<file path="src/rtl/stage_select_ctrl_if.sv">
// Tap-to-output pixel bus for stage_select_ctrl.
// master drives the four taps, slave returns the selected pixel.
interface stage_select_ctrl_if;
  logic [11:0] tap0_data;
  logic [11:0] tap1_data;
  logic [11:0] tap2_data;
  logic [11:0] tap3_data;
  logic        tap0_ready;
  logic        tap1_ready;
  logic        tap2_ready;
  logic        tap3_ready;
  logic [11:0] pixel_out;
  logic        out_ready;

  modport master (
    output tap0_data, tap1_data,
    output tap2_data, tap3_data,
    output tap0_ready, tap1_ready,
    output tap2_ready, tap3_ready,
    input  pixel_out, out_ready
  );

  modport slave (
    input  tap0_data, tap1_data,
    input  tap2_data, tap3_data,
    input  tap0_ready, tap1_ready,
    input  tap2_ready, tap3_ready,
    output pixel_out, out_ready
  );
endinterface

</file>
<file path="src/rtl/stage_select_ctrl.sv">
// Push-button pipeline tap selector, switching only on frame boundaries.
// Optional frame watchdog: define STAGE_SEL_WATCHDOG_EN.
module stage_select_ctrl #(
  parameter int DEBOUNCE_CYCLES = 250000,
  parameter int WD_CYCLES       = 1000000
) (
  input  logic              clk,
  input  logic              rst,
  input  logic              key_n,
  input  logic              frame_start,
  stage_select_ctrl_if.slave px,
  output logic [1:0]        mode,
  output logic              mode_pending,
  output logic              frame_lost
);

  localparam int DBW = $clog2(DEBOUNCE_CYCLES + 1);

  typedef enum logic {
    RUN     = 1'b0,
    PENDING = 1'b1
  } state_t;

  logic [1:0]     sync_q, sync_d;
  logic [DBW-1:0] db_cnt_q, db_cnt_d;
  logic           db_q, db_d;
  logic           press_q, press_d;
  state_t         state_q, state_d;
  logic [1:0]     mode_q, mode_d;
  logic [1:0]     next_q, next_d;
  logic [11:0]    pix_q, pix_d;
  logic           ordy_q, ordy_d;
  logic           lost_w;
  logic           commit;
  logic [1:0]     sel;
  logic           tap_rdy;
  logic [11:0]    tap_dat;

  always_comb begin
    sync_d   = {sync_q[0], key_n};
    db_d     = db_q;
    db_cnt_d = '0;
    // counter only runs while the synced level disagrees
    if (sync_q[1] != db_q) begin
      if (db_cnt_q == DBW'(DEBOUNCE_CYCLES - 1)) begin
        db_d = sync_q[1];
      end else begin
        db_cnt_d = db_cnt_q + 1'b1;
      end
    end
    press_d = db_q & ~db_d;
  end

  assign commit = (state_q == PENDING)
                & (frame_start | lost_w);
  assign sel    = commit ? next_q : mode_q;

  always_comb begin
    state_d = state_q;
    mode_d  = mode_q;
    next_d  = next_q;
    unique case (state_q)
      RUN: begin
        if (press_q) begin
          next_d  = mode_q + 2'd1;
          state_d = PENDING;
        end
      end
      PENDING: begin
        if (commit) begin
          mode_d  = next_q;
          state_d = press_q ? PENDING : RUN;
        end
        if (press_q) begin
          next_d = next_q + 2'd1;
        end
      end
      default: state_d = RUN;
    endcase
  end

  always_comb begin
    tap_rdy = 1'b0;
    tap_dat = '0;
    unique case (sel)
      2'd0: begin
        tap_rdy = px.tap0_ready;
        tap_dat = px.tap0_data;
      end
      2'd1: begin
        tap_rdy = px.tap1_ready;
        tap_dat = px.tap1_data;
      end
      2'd2: begin
        tap_rdy = px.tap2_ready;
        tap_dat = px.tap2_data;
      end
      2'd3: begin
        tap_rdy = px.tap3_ready;
        tap_dat = px.tap3_data;
      end
      default: begin
        tap_rdy = 1'b0;
        tap_dat = '0;
      end
    endcase
    ordy_d = tap_rdy;
    pix_d  = tap_rdy ? tap_dat : pix_q;
  end

  always_ff @(posedge clk) begin
    if (rst) begin
      sync_q   <= 2'b11;
      db_cnt_q <= '0;
      db_q     <= 1'b1;
      press_q  <= 1'b0;
      state_q  <= RUN;
      mode_q   <= 2'd0;
      next_q   <= 2'd0;
      pix_q    <= '0;
      ordy_q   <= 1'b0;
    end else begin
      sync_q   <= sync_d;
      db_cnt_q <= db_cnt_d;
      db_q     <= db_d;
      press_q  <= press_d;
      state_q  <= state_d;
      mode_q   <= mode_d;
      next_q   <= next_d;
      pix_q    <= pix_d;
      ordy_q   <= ordy_d;
    end
  end

`ifdef STAGE_SEL_WATCHDOG_EN
  localparam int WDW = $clog2(WD_CYCLES + 1);

  logic [WDW-1:0] wd_q, wd_d;
  logic           lost_q, lost_d;

  always_comb begin
    if (frame_start) begin
      wd_d   = '0;
      lost_d = 1'b0;
    end else begin
      wd_d   = (wd_q == WDW'(WD_CYCLES))
             ? wd_q : wd_q + 1'b1;
      lost_d = lost_q | (wd_d == WDW'(WD_CYCLES));
    end
  end

  always_ff @(posedge clk) begin
    if (rst) begin
      wd_q   <= '0;
      lost_q <= 1'b0;
    end else begin
      wd_q   <= wd_d;
      lost_q <= lost_d;
    end
  end

  assign lost_w = lost_q;
`else
  assign lost_w = 1'b0 && (WD_CYCLES > 0);
`endif

  assign mode         = mode_q;
  assign mode_pending = (state_q == PENDING);
  assign frame_lost   = lost_w;
  assign px.pixel_out = pix_q;
  assign px.out_ready = ordy_q;

endmodule

</file>
<file path="src/flat_wrapper.sv">
// flat-port wrapper written by rule: the top's interface ports become plain ports
module stage_select_ctrl_flat 
#(
  parameter int DEBOUNCE_CYCLES = 250000,
  parameter int WD_CYCLES       = 1000000
)
  (clk, rst, key_n, frame_start, mode, mode_pending, frame_lost, px_tap0_data, px_tap1_data, px_tap2_data, px_tap3_data, px_tap0_ready, px_tap1_ready, px_tap2_ready, px_tap3_ready, px_pixel_out, px_out_ready);
  stage_select_ctrl_if px_i ();
  input  logic clk;
  input  logic rst;
  input  logic key_n;
  input  logic frame_start;
  output logic [1:0] mode;
  output logic mode_pending;
  output logic frame_lost;
  input wire logic [$bits(px_i.tap0_data)-1:0] px_tap0_data;
  input wire logic [$bits(px_i.tap1_data)-1:0] px_tap1_data;
  input wire logic [$bits(px_i.tap2_data)-1:0] px_tap2_data;
  input wire logic [$bits(px_i.tap3_data)-1:0] px_tap3_data;
  input wire logic [$bits(px_i.tap0_ready)-1:0] px_tap0_ready;
  input wire logic [$bits(px_i.tap1_ready)-1:0] px_tap1_ready;
  input wire logic [$bits(px_i.tap2_ready)-1:0] px_tap2_ready;
  input wire logic [$bits(px_i.tap3_ready)-1:0] px_tap3_ready;
  output wire logic [$bits(px_i.pixel_out)-1:0] px_pixel_out;
  output wire logic [$bits(px_i.out_ready)-1:0] px_out_ready;
  assign px_i.tap0_data = px_tap0_data;
  assign px_i.tap1_data = px_tap1_data;
  assign px_i.tap2_data = px_tap2_data;
  assign px_i.tap3_data = px_tap3_data;
  assign px_i.tap0_ready = px_tap0_ready;
  assign px_i.tap1_ready = px_tap1_ready;
  assign px_i.tap2_ready = px_tap2_ready;
  assign px_i.tap3_ready = px_tap3_ready;
  assign px_pixel_out = px_i.pixel_out;
  assign px_out_ready = px_i.out_ready;
  stage_select_ctrl #(.DEBOUNCE_CYCLES(DEBOUNCE_CYCLES), .WD_CYCLES(WD_CYCLES)) u_core (.clk(clk), .rst(rst), .key_n(key_n), .frame_start(frame_start), .px(px_i), .mode(mode), .mode_pending(mode_pending), .frame_lost(frame_lost));
endmodule
</file>
<file path="config.mk">
export PLATFORM = sky130hd
export DESIGN_NAME = stage_select_ctrl_flat
export DESIGN_NICKNAME = d
export VERILOG_FILES = /design/src/rtl/stage_select_ctrl_if.sv /design/src/rtl/stage_select_ctrl.sv /design/src/flat_wrapper.sv
export SDC_FILE = /design/constraint.sdc
export NUM_CORES = 1
export LEC_CHECK = 0
export ABC_AREA = 0
export CORE_ASPECT_RATIO = 0.9
export CORE_MARGIN = 5
export CORE_UTILIZATION = 48
export DETAILED_ROUTE_END_ITERATION = 7
export GPL_TIMING_DRIVEN = 0
export HOLD_SLACK_MARGIN = 0.08
export MAX_ROUTING_LAYER = met4
export PLACE_DENSITY = 0.85
export SYNTH_ARGS = -nofsm -noshare
export SYNTH_HDL_FRONTEND = slang
export SYNTH_SLANG_ARGS = --single-unit
export TNS_END_PERCENT = 10
</file>
<file path="constraint.sdc">
create_clock -name clk -period 3.7 [get_ports clk]
set_input_delay 0.37 -clock clk [delete_from_list [all_inputs] [get_ports clk]]
set_output_delay 0.37 -clock clk [all_outputs]
set_load 0.05 [all_outputs]
</file>
# Word-level counts from Yosys, hierarchy flattened
# Index checks and enable logic that the tools add are counted.
totals:
  regBits: 40
  input_bits: 56
  output_inout_bits: 17
  wordCells: 38
op_classes:
  addsub: 3
  eq_ne: 7
  mux: 11
  n_bitwise: 5
  n_reduce_logical: 3
ops:
  columns: ["cell", "n"]
  rows:
  - ["one-hot mux 12 bit (4 select lines)", 1]
  - ["adder 18 x 1 -> 18 bit (second input constant)", 1]
  - ["equality test 18 bit (second input constant)", 1]
  - ["two-way mux 2 bit", 3]
  - ["adder 2 x 1 -> 2 bit (second input constant)", 2]
  - ["equality test 2 bit (second input constant)", 2]
  - ["two-way mux 1 bit", 4]
  - ["inequality test 2 x 1 -> 1 bit (second input constant)", 2]
  - ["one-hot mux 1 bit (4 select lines)", 1]
  - ["one-hot mux 2 bit (2 select lines)", 1]
  - ["NOT 1 bit", 3]
  - ["OR reduction 3 bit", 1]
  - ["AND 1 bit", 2]
  - ["equality test 2 x 1 -> 1 bit (second input constant)", 1]
  - ["zero test 2 bit", 1]
  - ["one-hot mux 1 bit (2 select lines)", 1]
  - ["AND reduction 2 bit", 1]
  - ["inequality test 1 bit", 1]

# Longest topological paths before layout
depth:
  depth_word: 5
  ltp_mapped: 8
  mapped_depth_nobuf: 6

# Worst setup path after synthesis
# OpenSTA, ideal clock, no wires.
synth_path:
  path_type: "register to register"
  startpoint: "reg u_core.state_q (netlist: u_core.mode_pending)"
  endpoint: "reg u_core.pix_q[0] (netlist: u_core.px.pixel_out[0])"
  setup_ps: 132
  arrival_ps: 2043
  required_ps: 3568
  path_slack_ps: 1525
  stages_incl_launch_ff: 8
  path_buffers: 2
  period_less_slack_ps: 2175
  cell_sequence: "dfxtp_1 > buf_4 > nand2_2 > mux2i_4 > buf_6 > mux4_2 > o21ai_0 > a21oi_1"
synth_between:
  elab_chain_len: 4
  word_cells_on_any_way: 8
  classes_between: "3 x eq/ne; 3 x mux; 1 x bitwise; 1 x reduce/logical"
synth_lines:
  columns: ["element", "line_no", "source"]
  rows:
  - ["start: declaration", "stage_select_ctrl.sv:28", "state_t state_q, state_d;"]
  - ["start signal: assignment", "stage_select_ctrl.sv:127", "state_q <= state_d;"]
  - ["AND 1 bit *", "stage_select_ctrl.sv:55", "& (frame_start | lost_w);"]
  - ["two-way mux 2 bit *", "stage_select_ctrl.sv:56", "assign sel = commit ? next_q : mode_q;"]
  - ["equality test 2 bit (tied with other cells)", "stage_select_ctrl.sv:85", "unique case (sel)"]
  - ["one-hot mux 12 bit (4 select lines) or one-hot mux 1 bit (4 select lines) (tied branches)", "stage_select_ctrl.sv:85", null]
  - ["end signal: assignment", "stage_select_ctrl.sv:130", "pix_q <= pix_d;"]
  - ["end: declaration", "stage_select_ctrl.sv:31", "logic [11:0] pix_q, pix_d;"]
# Every way passes the cells marked *; elsewhere a longest branch is shown, timed or not.
# A chain may end at the register's enable or synchronous reset.

# Worst setup path after layout
layout_path:
  startpoint: "in frame_start"
  endpoint: "reg u_core.pix_q[8] (netlist: u_core.px.pixel_out[8])"
layout_between:
  elab_chain_len: 4
  word_cells_on_any_way: 8
  classes_between: "3 x eq/ne; 3 x mux; 1 x bitwise; 1 x reduce/logical"
layout_lines:
  columns: ["element", "line_no", "source"]
  rows:
  - ["start: declaration", "flat_wrapper.sv:12", "input logic frame_start;"]
  - ["AND 1 bit *", "stage_select_ctrl.sv:55", null]
  - ["two-way mux 2 bit *", "stage_select_ctrl.sv:56", null]
  - ["equality test 2 bit (tied with other cells)", "stage_select_ctrl.sv:85", null]
  - ["one-hot mux 12 bit (4 select lines) or one-hot mux 1 bit (4 select lines) (tied branches)", "stage_select_ctrl.sv:85", null]
# Marks and branches as above.

==> flow_summary.ini <==
[cells_and_area]
final_nets = 349
fillers = 315
flow.area_growth_from_synthesis_pct = 42.8
multiInputGateArea_um2 = 1110
share_of_cells_above_drive_strength_1 = 0.120
n_antenna_cell = 0
ff_latch_area_um2 = 801
post-route-util = 0.711

[routing]
drtPass1Iterations = 4
wl_per_cell_um = 14.1
route.antenna.remaining_nets = 0
drcViolationCount = 0
via_count = 1836
drt_first_iter_violations = 71
detail_route.vias_per_cell = 5.40
finalWirelength_um = 4790

[clocking]
insertion_delay_ns = 0.28
numCtsBuffers = 5
hold_fix_buffer_count_after_cts = 0
cts_tree = built
ctsHtreeMaxLevel = 2
cts.repair_timing.setup_buffer_count = 0
ctsResizeCount = 0
worst_setup_hold_path_clk_slew_ns = 0.07
numClockSinks = 40
clk_root_buffer_cell = clkbuf_8
clock_tree.buffer_depth = 2

[global_route]
grt_pass1_wl_um = 8130
tot_gr_track_use = 0.185
grt_start_max_net_pins = 12
vias_in_the_first_global_route = 1883
gr-total-overflow = 0
antenna_found_initial = 0

[min_path]
hold_path_depth = 1
worstHoldStart = u_core.sync_q[0]
min-delay-path-class = reg -> reg

[synth]
syn-cell-area_um2 = 2030
number_of_synthesized_flops_with_an_enable_pin = 0
netlist_top_cells_area = dfxtp_1 39%, mux4_2 13%, nor2_1 5.9%
post-synth-top-area-fraction = 0.395
netlist_instances = 214
synth_top_cells_by_count = 40 x dfxtp_1, 32 x nor2_1, 19 x nand3_1, 15 x a21oi_1, 14 x o21ai_0
seq_area_frac_synth = 0.395
post_synth.cell_area_avg_um2 = 9.48
yosysTopAreaCell = dfxtp_1
synth-seq-cells = 40
yosysWarningCount = 0
synthMostInstantiatedCell = dfxtp_1
ys_async_sr_fraction = 0
synth.net_count = 271
yosysUniqueCellTypes = 42
synth-main-ff-cell = dfxtp_1

[floorplanning]
number_of_rows_in_the_core_area = 22
floorplan.die.height_um = 71.7
initial_core_util = 0.498
fp.coreArea_um2 = 4070
design.portCount = 73
design.die.area_um2 = 5630
die_x_um = 78.5

[power]
vdd_drop_max_v = 0.000153
cellPowerDensity_nw_per_um2 = 306
cellLeakagePower_nw = 0.996

[status]
result_of_the_run = finished, final reports clean

[timing]
maxSlewHeadroom = 0.642
totalNegativeSetupSlack_ns = 0
timing.final.hold_violations = 0
rsz_0062_raised_after_global_routing = false
tightest_slew_ns = 0.535
fmaxAchievable_mhz = 460
finalMaxSlewViolations = 0
report.final.setup_viol = 0
setup_slack_ns = 1.53
whs_ns = 0.419
period_minus_slack_ns = 2.17
skew_ns = 0.00311
min_period_over_period = 0.587

[worst_setup_path]
worst_r2r_startpoint = u_core.mode_pending
critical_path_fanouts_max = 10
endpoint_kind = flip-flop
critical-path-slowest-cell = mux4_2
worst-setup-path-type = in -> reg
required_ns = 3.85
critPathMaxStageDelay_ns = 0.52
critical_path_launch_point_type = primary input
timing.critical_path.cells = clkdlybuf4s50_1 -> nand2_2 -> mux2i_4 -> buf_6 -> mux4_2 -> o21ai_0 -> a21oi_1
critPathLaunch = frame_start
worst_r2r_path_depth = 7
timing.critical_path.arrival_ns = 2.32

[placement]
io_buffers = 71
detailed_place_hpwl_um = 3810
gp_congestion = 0.833
dpl_worst_slack_ns = 1.22

[run]
cap_viol_max_count = 0
## critical path: cells and delay by family
| kind | cells | cell delay (ns) |
|---|---|---|
| compound gates | 2 | 0.20 |
| buf+inv | 2 | 0.72 |
| simple gates | 1 | 0.17 |
| mux | 2 | 0.87 |
## cells in the final DEF, fill, tap and decap left out, drive strengths merged, types with 2 or more instances in the layout
cell           instances
nor3                   3
dfxtp                 40
mux2i                  3
nand2                  8
or2                    2
nor3b                  2
xnor2                 12
xor2                   6
nand4                  2
a211o                  2
buf                    8
o21ai                 14
mux4                  12
nand3                 19
nor2                  32
and3                   3
inv                    7
o21a                   2
clkdlybuf4s50         71
nand2b                 2
a21oi                 15
clkbuf                12
## power by group
part           leakage [nW]  internal [mW]  switching [mW]
Sequential            0.325          0.439         0.00454
Combinational         0.621         0.0829          0.0581
Clock                0.0503          0.166           0.135
Total                 0.996          0.688           0.197
## registers in the layout, summed over array words and instances, names as in the netlist
name,count
u_core.press_q,1
u_core.db_cnt_q,18
u_core.next_q,2
u_core.px.pixel_out,12
u_core.mode,2
u_core.mode_pending,1
u_core.px.out_ready,1
u_core.sync_q,2
u_core.db_q,1
## worst paths after layout
kind	slack, ns	endpoint
max reg2reg	1.69	u_core.px.pixel_out[8]
min	0.42	u_core.sync_q[1]
max	1.53	u_core.px.pixel_out[8]
min reg2reg	0.42	u_core.sync_q[1]
## final cells by class
type | count | share of cell area
Buffer | 13 | 0.0298
Tap cell | 48 | 0.0207
Multi-Input combinational cell | 154 | 0.385
Inverter | 7 | 0.00908
Clock buffer | 7 | 0.0333
Timing Repair Buffer | 71 | 0.245
Sequential cell | 40 | 0.277
## logic make-up after synthesis
group	share of synthesized area
DFF	0.395
and+or+nand+nor	0.192
buffers and inverters	0.0555
other	0.00185
adders and majority gates	0.00617
AOI/OAI and AO/OA	0.112
xor gates and xnor gates	0.0777
muxes	0.160
## metrics by stage
| stage | area [um2] | power, mW | std cells |
|---|---|---|---|
| final | 2900 | 0.886 | 340 |
| after global routing | 2900 | 0.919 | 340 |
| after CTS | 2900 | 0.895 | 340 |
| after detailed placement | 2800 | 0.595 | 333 |
| after global placement | 2800 | 0.593 | 333 |
| after floorplan | 2030 | 0.514 | 214 |
## layer usage
layer | part of all wire | track usage | vias up
met4 | 0.010 | 0.0485 | 0
met1 | 0.43 | 0.210 | 854
li1 | - | - | 912
met2 | 0.49 | 0.322 | 64
met5 | 0 | - | -
met3 | 0.071 | 0.0490 | 6
Power figures use the tool's default switching activity.
